[src/rtl/par_serial_gen.sv]
// par_serial_gen: parallel-to-serial symbol generator with post-reset sync idles,
// one-entry holding register and gap-free idle insertion.
module par_serial_gen #(
    parameter int              WIDTH     = 8,
    parameter logic [WIDTH-1:0] IDLE_SYM = WIDTH'('hBC),
    parameter int              SYNC_SYMS = 4,
    parameter bit              MSB_FIRST = 1'b1
) (
    input  logic             clk_32f,
    input  logic             reset,
    input  logic [WIDTH-1:0] data_in,
    input  logic             valid_in,
    output logic             ready_out,
    output logic             data_out,
    output logic             frame_out,
    output logic             idle_out
);
    localparam int CW = $clog2(WIDTH);

    typedef enum logic [1:0] {INIT, SYNC, ACTIVE} state_t;

    state_t           state, state_nxt;
    logic [CW-1:0]    cnt;
    logic [WIDTH-1:0] shreg, hold, sym;
    logic             hold_full, boundary, xfer, load_idle;
    logic [3:0]       sync_cnt;

    assign ready_out = (state == ACTIVE) && !hold_full;
    assign xfer      = valid_in && ready_out;
    assign boundary  = (state == INIT) || (cnt == CW'(WIDTH - 1));

    always_ff @(posedge clk_32f or negedge reset)
        if (!reset) state <= INIT;
        else        state <= state_nxt;

    // sync_cnt is 0 in INIT, so one comparison covers both INIT and SYNC exits
    always_comb begin
        state_nxt = state;
        if (boundary && state != ACTIVE)
            state_nxt = (sync_cnt + 4'd1 == 4'(SYNC_SYMS)) ? ACTIVE : SYNC;
        sym       = hold_full ? hold : xfer ? data_in : IDLE_SYM;
        load_idle = !hold_full && !xfer;
    end

    always_ff @(posedge clk_32f or negedge reset)
        if (!reset) begin
            cnt       <= '0;
            shreg     <= '0;
            hold      <= '0;
            hold_full <= 1'b0;
            sync_cnt  <= '0;
            data_out  <= 1'b0;
            frame_out <= 1'b0;
            idle_out  <= 1'b0;
        end else if (boundary) begin
            cnt       <= '0;
            shreg     <= MSB_FIRST ? sym << 1 : sym >> 1;
            data_out  <= MSB_FIRST ? sym[WIDTH-1] : sym[0];
            frame_out <= 1'b1;
            idle_out  <= load_idle;
            hold_full <= 1'b0;
            if (state != ACTIVE) sync_cnt <= sync_cnt + 4'd1;
        end else begin
            cnt       <= cnt + 1'b1;
            shreg     <= MSB_FIRST ? shreg << 1 : shreg >> 1;
            data_out  <= MSB_FIRST ? shreg[WIDTH-1] : shreg[0];
            frame_out <= 1'b0;
            if (xfer) begin
                hold      <= data_in;
                hold_full <= 1'b1;
            end
        end
endmodule

[config.mk]
export PLATFORM = sky130hd
export DESIGN_NAME = par_serial_gen
export DESIGN_NICKNAME = d
export VERILOG_FILES = /design/src/rtl/par_serial_gen.sv
export SDC_FILE = /design/constraint.sdc
export NUM_CORES = 1
export LEC_CHECK = 0
export ABC_AREA = 1
export CAP_MARGIN = 20
export CORE_AREA = 10 10 65 67
export DETAILED_ROUTE_END_ITERATION = 8
export DIE_AREA = 0 0 75 77
export GPL_TIMING_DRIVEN = 0
export PLACE_DENSITY = 0.67
export SKIP_LAST_GASP = 1
export SLEW_MARGIN = 10
export SYNTH_ARGS = -nofsm -noshare
export SYNTH_HDL_FRONTEND = slang
export SYNTH_SLANG_ARGS = --single-unit
[constraint.sdc]
create_clock -name clk_32f -period 1.5 [get_ports clk_32f]
set_clock_uncertainty 0.15 [all_clocks]
set_input_delay 0.375 -clock clk_32f [delete_from_list [all_inputs] [get_ports clk_32f]]
set_output_delay 0.375 -clock clk_32f [all_outputs]
set_load 0.01 [all_outputs]
==> summary.txt, run 1 <==
Worst setup path
  • Required arrival time at the worst endpoint: 970 ps
  • Startpoint-to-endpoint class of the critical path: reg2out
  • Signal arrival time at the worst endpoint: 1070 ps
  • CP max FO: 2
  • Startpoint Class: flop
  • CP Capture Type: primary output

Place
  • DP Area: 0.00151 mm²
  • Buffers on Ports: 14
  • Cells after DPL: 205
  • Post-detailed-placement half-perimeter wirelength: 1950 µm
  • Final Wtd Congestion: 0.766

GRT
  • Aggregate global routing overflow: 0
  • Global routing usage summed across all routing layers: 12.4%
  • Via count of the first global-routing pass: 1236
  • Number of antenna violations at the first check in global routing: 0
  • Maximum number of pins on one net before global-route repair: 17
  • Wire length of the first global-routing pass: 5700 µm

Floorplan
  • IO Pins: 15
  • Full die area: 0.00578 mm²
  • Y dimension of the die: 77 µm
  • Initial standard-cell utilization of the core: 44.0%
  • Number of rows created at floorplan: 20
  • Width of the die: 75 µm
  • Core ar.: 0.00298 mm²

Finish
  • Combined flip-flop and latch cell area: 701 µm²
  • Fraction of final layout cells sized beyond drive strength 1: 34.2%
  • Fill cell total of the finished layout: 252
  • Combined area of the multi-input logic cells: 671 µm²
  • Final Core Density: 63.4%
  • Most frequent cells in the layout: sky130_fd_sc_hd__nand2_1 (39), sky130_fd_sc_hd__dfrtp_1 (28), sky130_fd_sc_hd__inv_1 (14), sky130_fd_sc_hd__nor2_1 (14), sky130_fd_sc_hd__buf_4 (11)
  • Area Overhead vs Synth: 44.0%
  • Final cell area excluding filler cells: 0.00189 mm²
  • Final Net Count: 208
  • Final standard cell count with taps included and fillers excluded: 226
  • Commonest non-fill, non-tap cell in the layout: sky130_fd_sc_hd__nand2_1
  • Final antenna diode count: 0

Timing
  • Worst rel slew slack: 54.4%
  • Max frequency: 626 MHz
  • Setup repair after global routing missed its margin: yes
  • Final setup violation count: 13
  • Part of the cycle the worst path needs: 106%
  • Min cycle time layout: 1600 ps
  • Final Max Slew Viols: 0
  • Worst path setup slack after routing: -96.8 ps
  • Final hold violation count: 0
  • Slew at the pin closest to its max-slew limit: 681 ps

Drt
  • DR pass1 iterations: 4
  • Via/cell ratio: 5.12
  • Detailed Route WL: 3200 µm
  • First-iteration detailed-routing DRC count: 95
  • Drt drc: 0
  • Number of routed nets with antenna violations: 0
  • Routed wire length per instance: 14.2 µm
  • Routed vias: 1158

Yosys
  • Mean area per synthesized cell: 8.35 µm²
  • Summed instance area of the synthesized netlist: 0.00131 mm²
  • Number of flops mapped to enable cells by yosys: 0
  • Proportion of synthesized flip-flops having asynchronous set or reset: 100%
  • Most frequently used flop master after synthesis: sky130_fd_sc_hd__dfrtp_1
  • Number of register bits inferred by synthesis: 28
  • Ys Warns: 0
  • Post-synthesis sequential area ratio: 53.4%
  • Library cell occupying the most area in the post-synthesis netlist: sky130_fd_sc_hd__dfrtp_1
  • Synth area leaders: sky130_fd_sc_hd__dfrtp_1 (53%), sky130_fd_sc_hd__nand2_1 (14%), sky130_fd_sc_hd__nor2_1 (5.4%)
  • Area share of the largest cell type after synthesis: 53.4%
  • Number of distinct library cells after synthesis: 20
  • Post-synthesis net count: 171
  • Cell count after synthesis: 157

Clock tree
  • Clock-pin slew on the worst setup and hold paths: 150 ps
  • CTS tree: done
  • CTS Hold Bufs: 0
  • Skew-Pair Late Insertion Delay: 330 ps
  • Number of clock sinks: 28
  • Root cell of the clock tree: sky130_fd_sc_hd__clkbuf_4
  • Number of buffers created by CTS: 3
  • Deepest level of the CTS H-tree: 1
  • Maximum buffer depth of the clock tree: 2

Pwr
  • Power density normalized to cell area: 839 mW/mm²
  • Leakage: 0.992 nW
  • Worst ir drop on vdd: 0.479 mV
  • Power dissipated by switching net loads: 372 µW
  • Internal power consumption: 1.21 mW
  • Combinational group share of total power: 13.4%
  • Fraction of power consumed by the clock network: 31.0%
  • Switching Fraction: 23.5%
  • Part of the power in registers: 55.7%

Run status
  • Run status: finished, violations left
  • Violated checks: setup timing

Min path
  • Worst Hold Class: in2async

Run
  • Count of maximum capacitance violations: 0
[cell usage after synthesis, types with 2 or more instances]
cell                      count
sky130_fd_sc_hd__dfrtp_1     28
sky130_fd_sc_hd__nand4_1      4
sky130_fd_sc_hd__nand3_1     12
sky130_fd_sc_hd__a21oi_1      3
sky130_fd_sc_hd__inv_1       15
sky130_fd_sc_hd__nor2_1      19
sky130_fd_sc_hd__buf_4        2
sky130_fd_sc_hd__o21ai_0      9
sky130_fd_sc_hd__nor2_2       3
sky130_fd_sc_hd__ha_1         3
sky130_fd_sc_hd__nand2_1     50
[registers in the layout, indices dropped and copies added, names as in the netlist]
signal / flops
frame_out: 1
hold_full: 1
idle_out: 1
cnt: 3
hold: 8
data_out: 1
state: 2
shreg: 7
sync_cnt: 4
[stage by stage]
stage | setup TNS [ps] | worst slack, ps | total power [mW] | hold slack (ps)
finish | -670 | -96.8 | 1.58 | 286
global route | -2010 | -157 | 1.67 | 313
CTS | -618 | -130 | 1.57 | 303
detailed placement | -4470 | -301 | 1.07 | 281
global placement | -17850 | -510 | 1.06 | 271
floorplan | 0 | 14.9 | 0.978 | -70.6
[path summary, 6_finish.rpt]
check	slack, ps	to	depth (start not counted)	startpoint
setup / recovery	-100	ready_out	4	state[0]$_DFFE_PN0P_
hold / removal	290	hold[1]$_DFFE_PN0P_	1	reset
setup reg to reg	-90	hold[0]$_DFFE_PN0P_	8	cnt[1]$_DFF_PN0_
hold reg to reg	350	hold[2]$_DFFE_PN0P_	2	hold[2]$_DFFE_PN0P_
max in group asynchronous	370	cnt[2]$_DFF_PN0_	2	reset
min in group clk_32f	350	hold[2]$_DFFE_PN0P_	2	hold[2]$_DFFE_PN0P_
[power groups by stage]
stage | clock, mW | sequential (mW) | combinational (mW)
4_1_cts | 0.501 | 0.872 | 0.195
3_5_place_dp | 0 | 0.887 | 0.183
5_1_grt | 0.530 | 0.896 | 0.246
3_3_place_gp | 0 | 0.885 | 0.173
2_1_floorplan | 0 | 0.884 | 0.0931
6_report | 0.491 | 0.882 | 0.212
[per-layer routing]
layer  vias to the layer above  GRT usage (%)  share of wire [%]
li1                        569              -                  -
met1                       557           15.7                 45
met2                        28           20.0                 50
met3                         4           2.32                4.2
met4                         0           4.55               0.97
met5                         -              0                  0
[critical path, cell delays in order, from the launching register on]
cell and delay [ps]:
sky130_fd_sc_hd__dfrtp_1 410, sky130_fd_sc_hd__inv_2 80, sky130_fd_sc_hd__nand2_4 60, sky130_fd_sc_hd__nor2_4 90, sky130_fd_sc_hd__buf_6 110
[kinds of logic after synthesis]
family / share of synthesized area, %
AOI/OAI and AO/OA: 5.15
xor gates and xnor gates: 1.34
adders and majority gates: 2.86
buffers and inverters: 8.11
DFF: 53.4
and+or+nand+nor: 29.1
[cell type report]
type | instances | area share [%]
well taps | 33 | 2.19
flip-flops and latches | 28 | 37.1
repair buffers | 32 | 16.4
plain buffers | 5 | 2.85
clock buffers | 3 | 1.19
multi-input cells | 108 | 35.5
inverters | 16 | 3.18
clock inverters | 1 | 1.59
[repair_timing]
item | in CTS | in global routing
gates resized for setup | 43 | 29
endpoints found under the setup margin | 32 | 28
pin swaps | 11 | 7
buffers inserted | 10 | 5
gates cloned | 3 | 0
(Power assumes the default switching activity.)
==> run 2: changes to the inputs <==
CORE_AREA = 10 10 63 65   (was 10 10 65 67)
DIE_AREA = 0 0 73 75   (was 0 0 75 77)
PLACE_DENSITY = 0.71   (was 0.67)
==> summary.txt, run 2 (synthesis gave the netlist of run 1 again) <==
Drt
  • Routed wire length per instance: 16.0 µm
  • Number of routed nets with antenna violations: 0
  • Via/cell ratio: 5.39
  • Routed vias: 1212
  • Drt drc: 0
  • DR pass1 iterations: 4
  • First-iteration detailed-routing DRC count: 66
  • Detailed Route WL: 3590 µm

Place
  • Final Wtd Congestion: 0.822
  • Cells after DPL: 203
  • Post-detailed-placement half-perimeter wirelength: 1940 µm
  • Buffers on Ports: 14
  • DP Area: 0.00152 mm²

Worst setup path
  • Required arrival time at the worst endpoint: 1630 ps
  • Startpoint-to-endpoint class of the critical path: reg2reg
  • CP Capture Type: flop
  • Signal arrival time at the worst endpoint: 1790 ps
  • CP max FO: 5
  • Startpoint Class: flop

Clock tree
  • Deepest level of the CTS H-tree: 1
  • Root cell of the clock tree: sky130_fd_sc_hd__clkbuf_4
  • CTS Hold Bufs: 0
  • Skew-Pair Late Insertion Delay: 340 ps
  • Maximum buffer depth of the clock tree: 2
  • CTS tree: done
  • Clock-pin slew on the worst setup and hold paths: 160 ps
  • Number of clock sinks: 28
  • Number of buffers created by CTS: 3

Pwr
  • Power density normalized to cell area: 827 mW/mm²
  • Leakage: 0.993 nW
  • Worst ir drop on vdd: 0.720 mV

Timing
  • Setup repair after global routing missed its margin: yes
  • Part of the cycle the worst path needs: 110%
  • Final Max Slew Viols: 0
  • Worst path setup slack after routing: -151 ps
  • Slew at the pin closest to its max-slew limit: 693 ps
  • Final setup violation count: 22
  • Max frequency: 606 MHz
  • Final hold violation count: 0
  • Min cycle time layout: 1650 ps
  • Setup tns final: -1850 ps
  • Worst rel slew slack: 53.7%

Floorplan
  • Width of the die: 73 µm
  • Number of rows created at floorplan: 19
  • Core ar.: 0.00271 mm²
  • Full die area: 0.00548 mm²
  • Y dimension of the die: 75 µm
  • Initial standard-cell utilization of the core: 48.4%
  • IO Pins: 15

Finish
  • Largest registers in the final layout: hold (8), shreg (7), sync_cnt (4)
  • Fill cell total of the finished layout: 198
  • Area Overhead vs Synth: 48.4%
  • Final standard cell count with taps included and fillers excluded: 225
  • Number of flip-flops in the largest register: 8
  • Final Net Count: 209
  • Commonest non-fill, non-tap cell in the layout: sky130_fd_sc_hd__nand2_1
  • Most frequent cells in the layout: sky130_fd_sc_hd__nand2_1 (33), sky130_fd_sc_hd__dfrtp_1 (28), sky130_fd_sc_hd__nand2_2 (16)
  • Final antenna diode count: 0
  • Combined area of the multi-input logic cells: 706 µm²
  • Final cell area excluding filler cells: 0.00195 mm²
  • Biggest register: hold
  • Combined flip-flop and latch cell area: 701 µm²
  • Fraction of final layout cells sized beyond drive strength 1: 39.2%

GRT
  • Maximum number of pins on one net before global-route repair: 17
  • Number of antenna violations at the first check in global routing: 0
  • Via count of the first global-routing pass: 1278
  • Global routing usage summed across all routing layers: 13.3%
  • Wire length of the first global-routing pass: 5780 µm
  • Aggregate global routing overflow: 0

Run status
  • Violated checks: setup timing
  • Run status: finished, violations left

Run
  • Count of maximum capacitance violations: 0

Min path
  • Worst Hold Class: in2async
[run 2: worst paths after layout]
| check | end | cells past startpoint | startpoint | slack [ps] |
|---|---|---|---|---|
| hold / removal | sync_cnt[2]$_DFFE_PN0P_ | 1 | reset | 280 |
| setup / recovery | hold[7]$_DFFE_PN0P_ | 8 | cnt[0]$_DFF_PN0_ | -150 |
| setup reg to reg | hold[7]$_DFFE_PN0P_ | 8 | cnt[0]$_DFF_PN0_ | -150 |
| min in group clk_32f | hold[4]$_DFFE_PN0P_ | 2 | hold[4]$_DFFE_PN0P_ | 350 |
| hold reg to reg | hold[4]$_DFFE_PN0P_ | 2 | hold[4]$_DFFE_PN0P_ | 350 |
| max in group asynchronous | hold[7]$_DFFE_PN0P_ | 2 | reset | 400 |
[run 2: power by group]
group | total [mW] | switching [mW] | internal, mW | leakage (nW)
clock network | 0.505 | 0.235 | 0.270 | 0.0279
registers | 0.882 | 0.0428 | 0.839 | 0.347
logic | 0.222 | 0.119 | 0.103 | 0.618
[run 2: through the flow]
step	hold slack [ps]	setup slack, ps	util, %	total power, mW
finish	278	-151	71.8	1.61
global route	294	-239	71.8	1.70
CTS	300	-168	68.0	1.58
detailed placement	276	-292	56.0	1.08
global placement	272	-485	55.0	1.06
floorplan	-70.6	14.9	-	0.978
[run 2: metal layers]
metal | wire (µm) | vias to the layer above | global-route usage, %
met4 | 118 | 0 | 7.81
met3 | 163 | 12 | 2.76
met5 | 0 | - | 0
met1 | 1510 | 588 | 14.8
met2 | 1800 | 44 | 23.0
li1 | - | 568 | -
[run 2: timing repair]
item,in CTS,in global routing
gates cloned,3,0
pin swaps,13,19
gates resized for setup,47,35
buffers inserted,12,7
setup endpoints to repair,31,27
[run 2: area by class of cell]
class | count | area share (%)
multi-input combinational | 108 | 36.3
buffer | 5 | 2.77
sequential | 28 | 36.0
tap | 31 | 1.99
timing repair buffer | 33 | 17.2
clock inverter | 1 | 1.54
clock buffer | 3 | 1.16
inverter | 16 | 3.09
[run 2: critical path, stage by stage (launching register included)]
cell and delay [ps]:
sky130_fd_sc_hd__dfrtp_1 440, sky130_fd_sc_hd__ha_4 180, sky130_fd_sc_hd__ha_4 160, sky130_fd_sc_hd__nor2_4 150, sky130_fd_sc_hd__buf_6 150, sky130_fd_sc_hd__buf_12 110, sky130_fd_sc_hd__buf_8 120, sky130_fd_sc_hd__nand3_2 70
sky130_fd_sc_hd__nand2_1 80
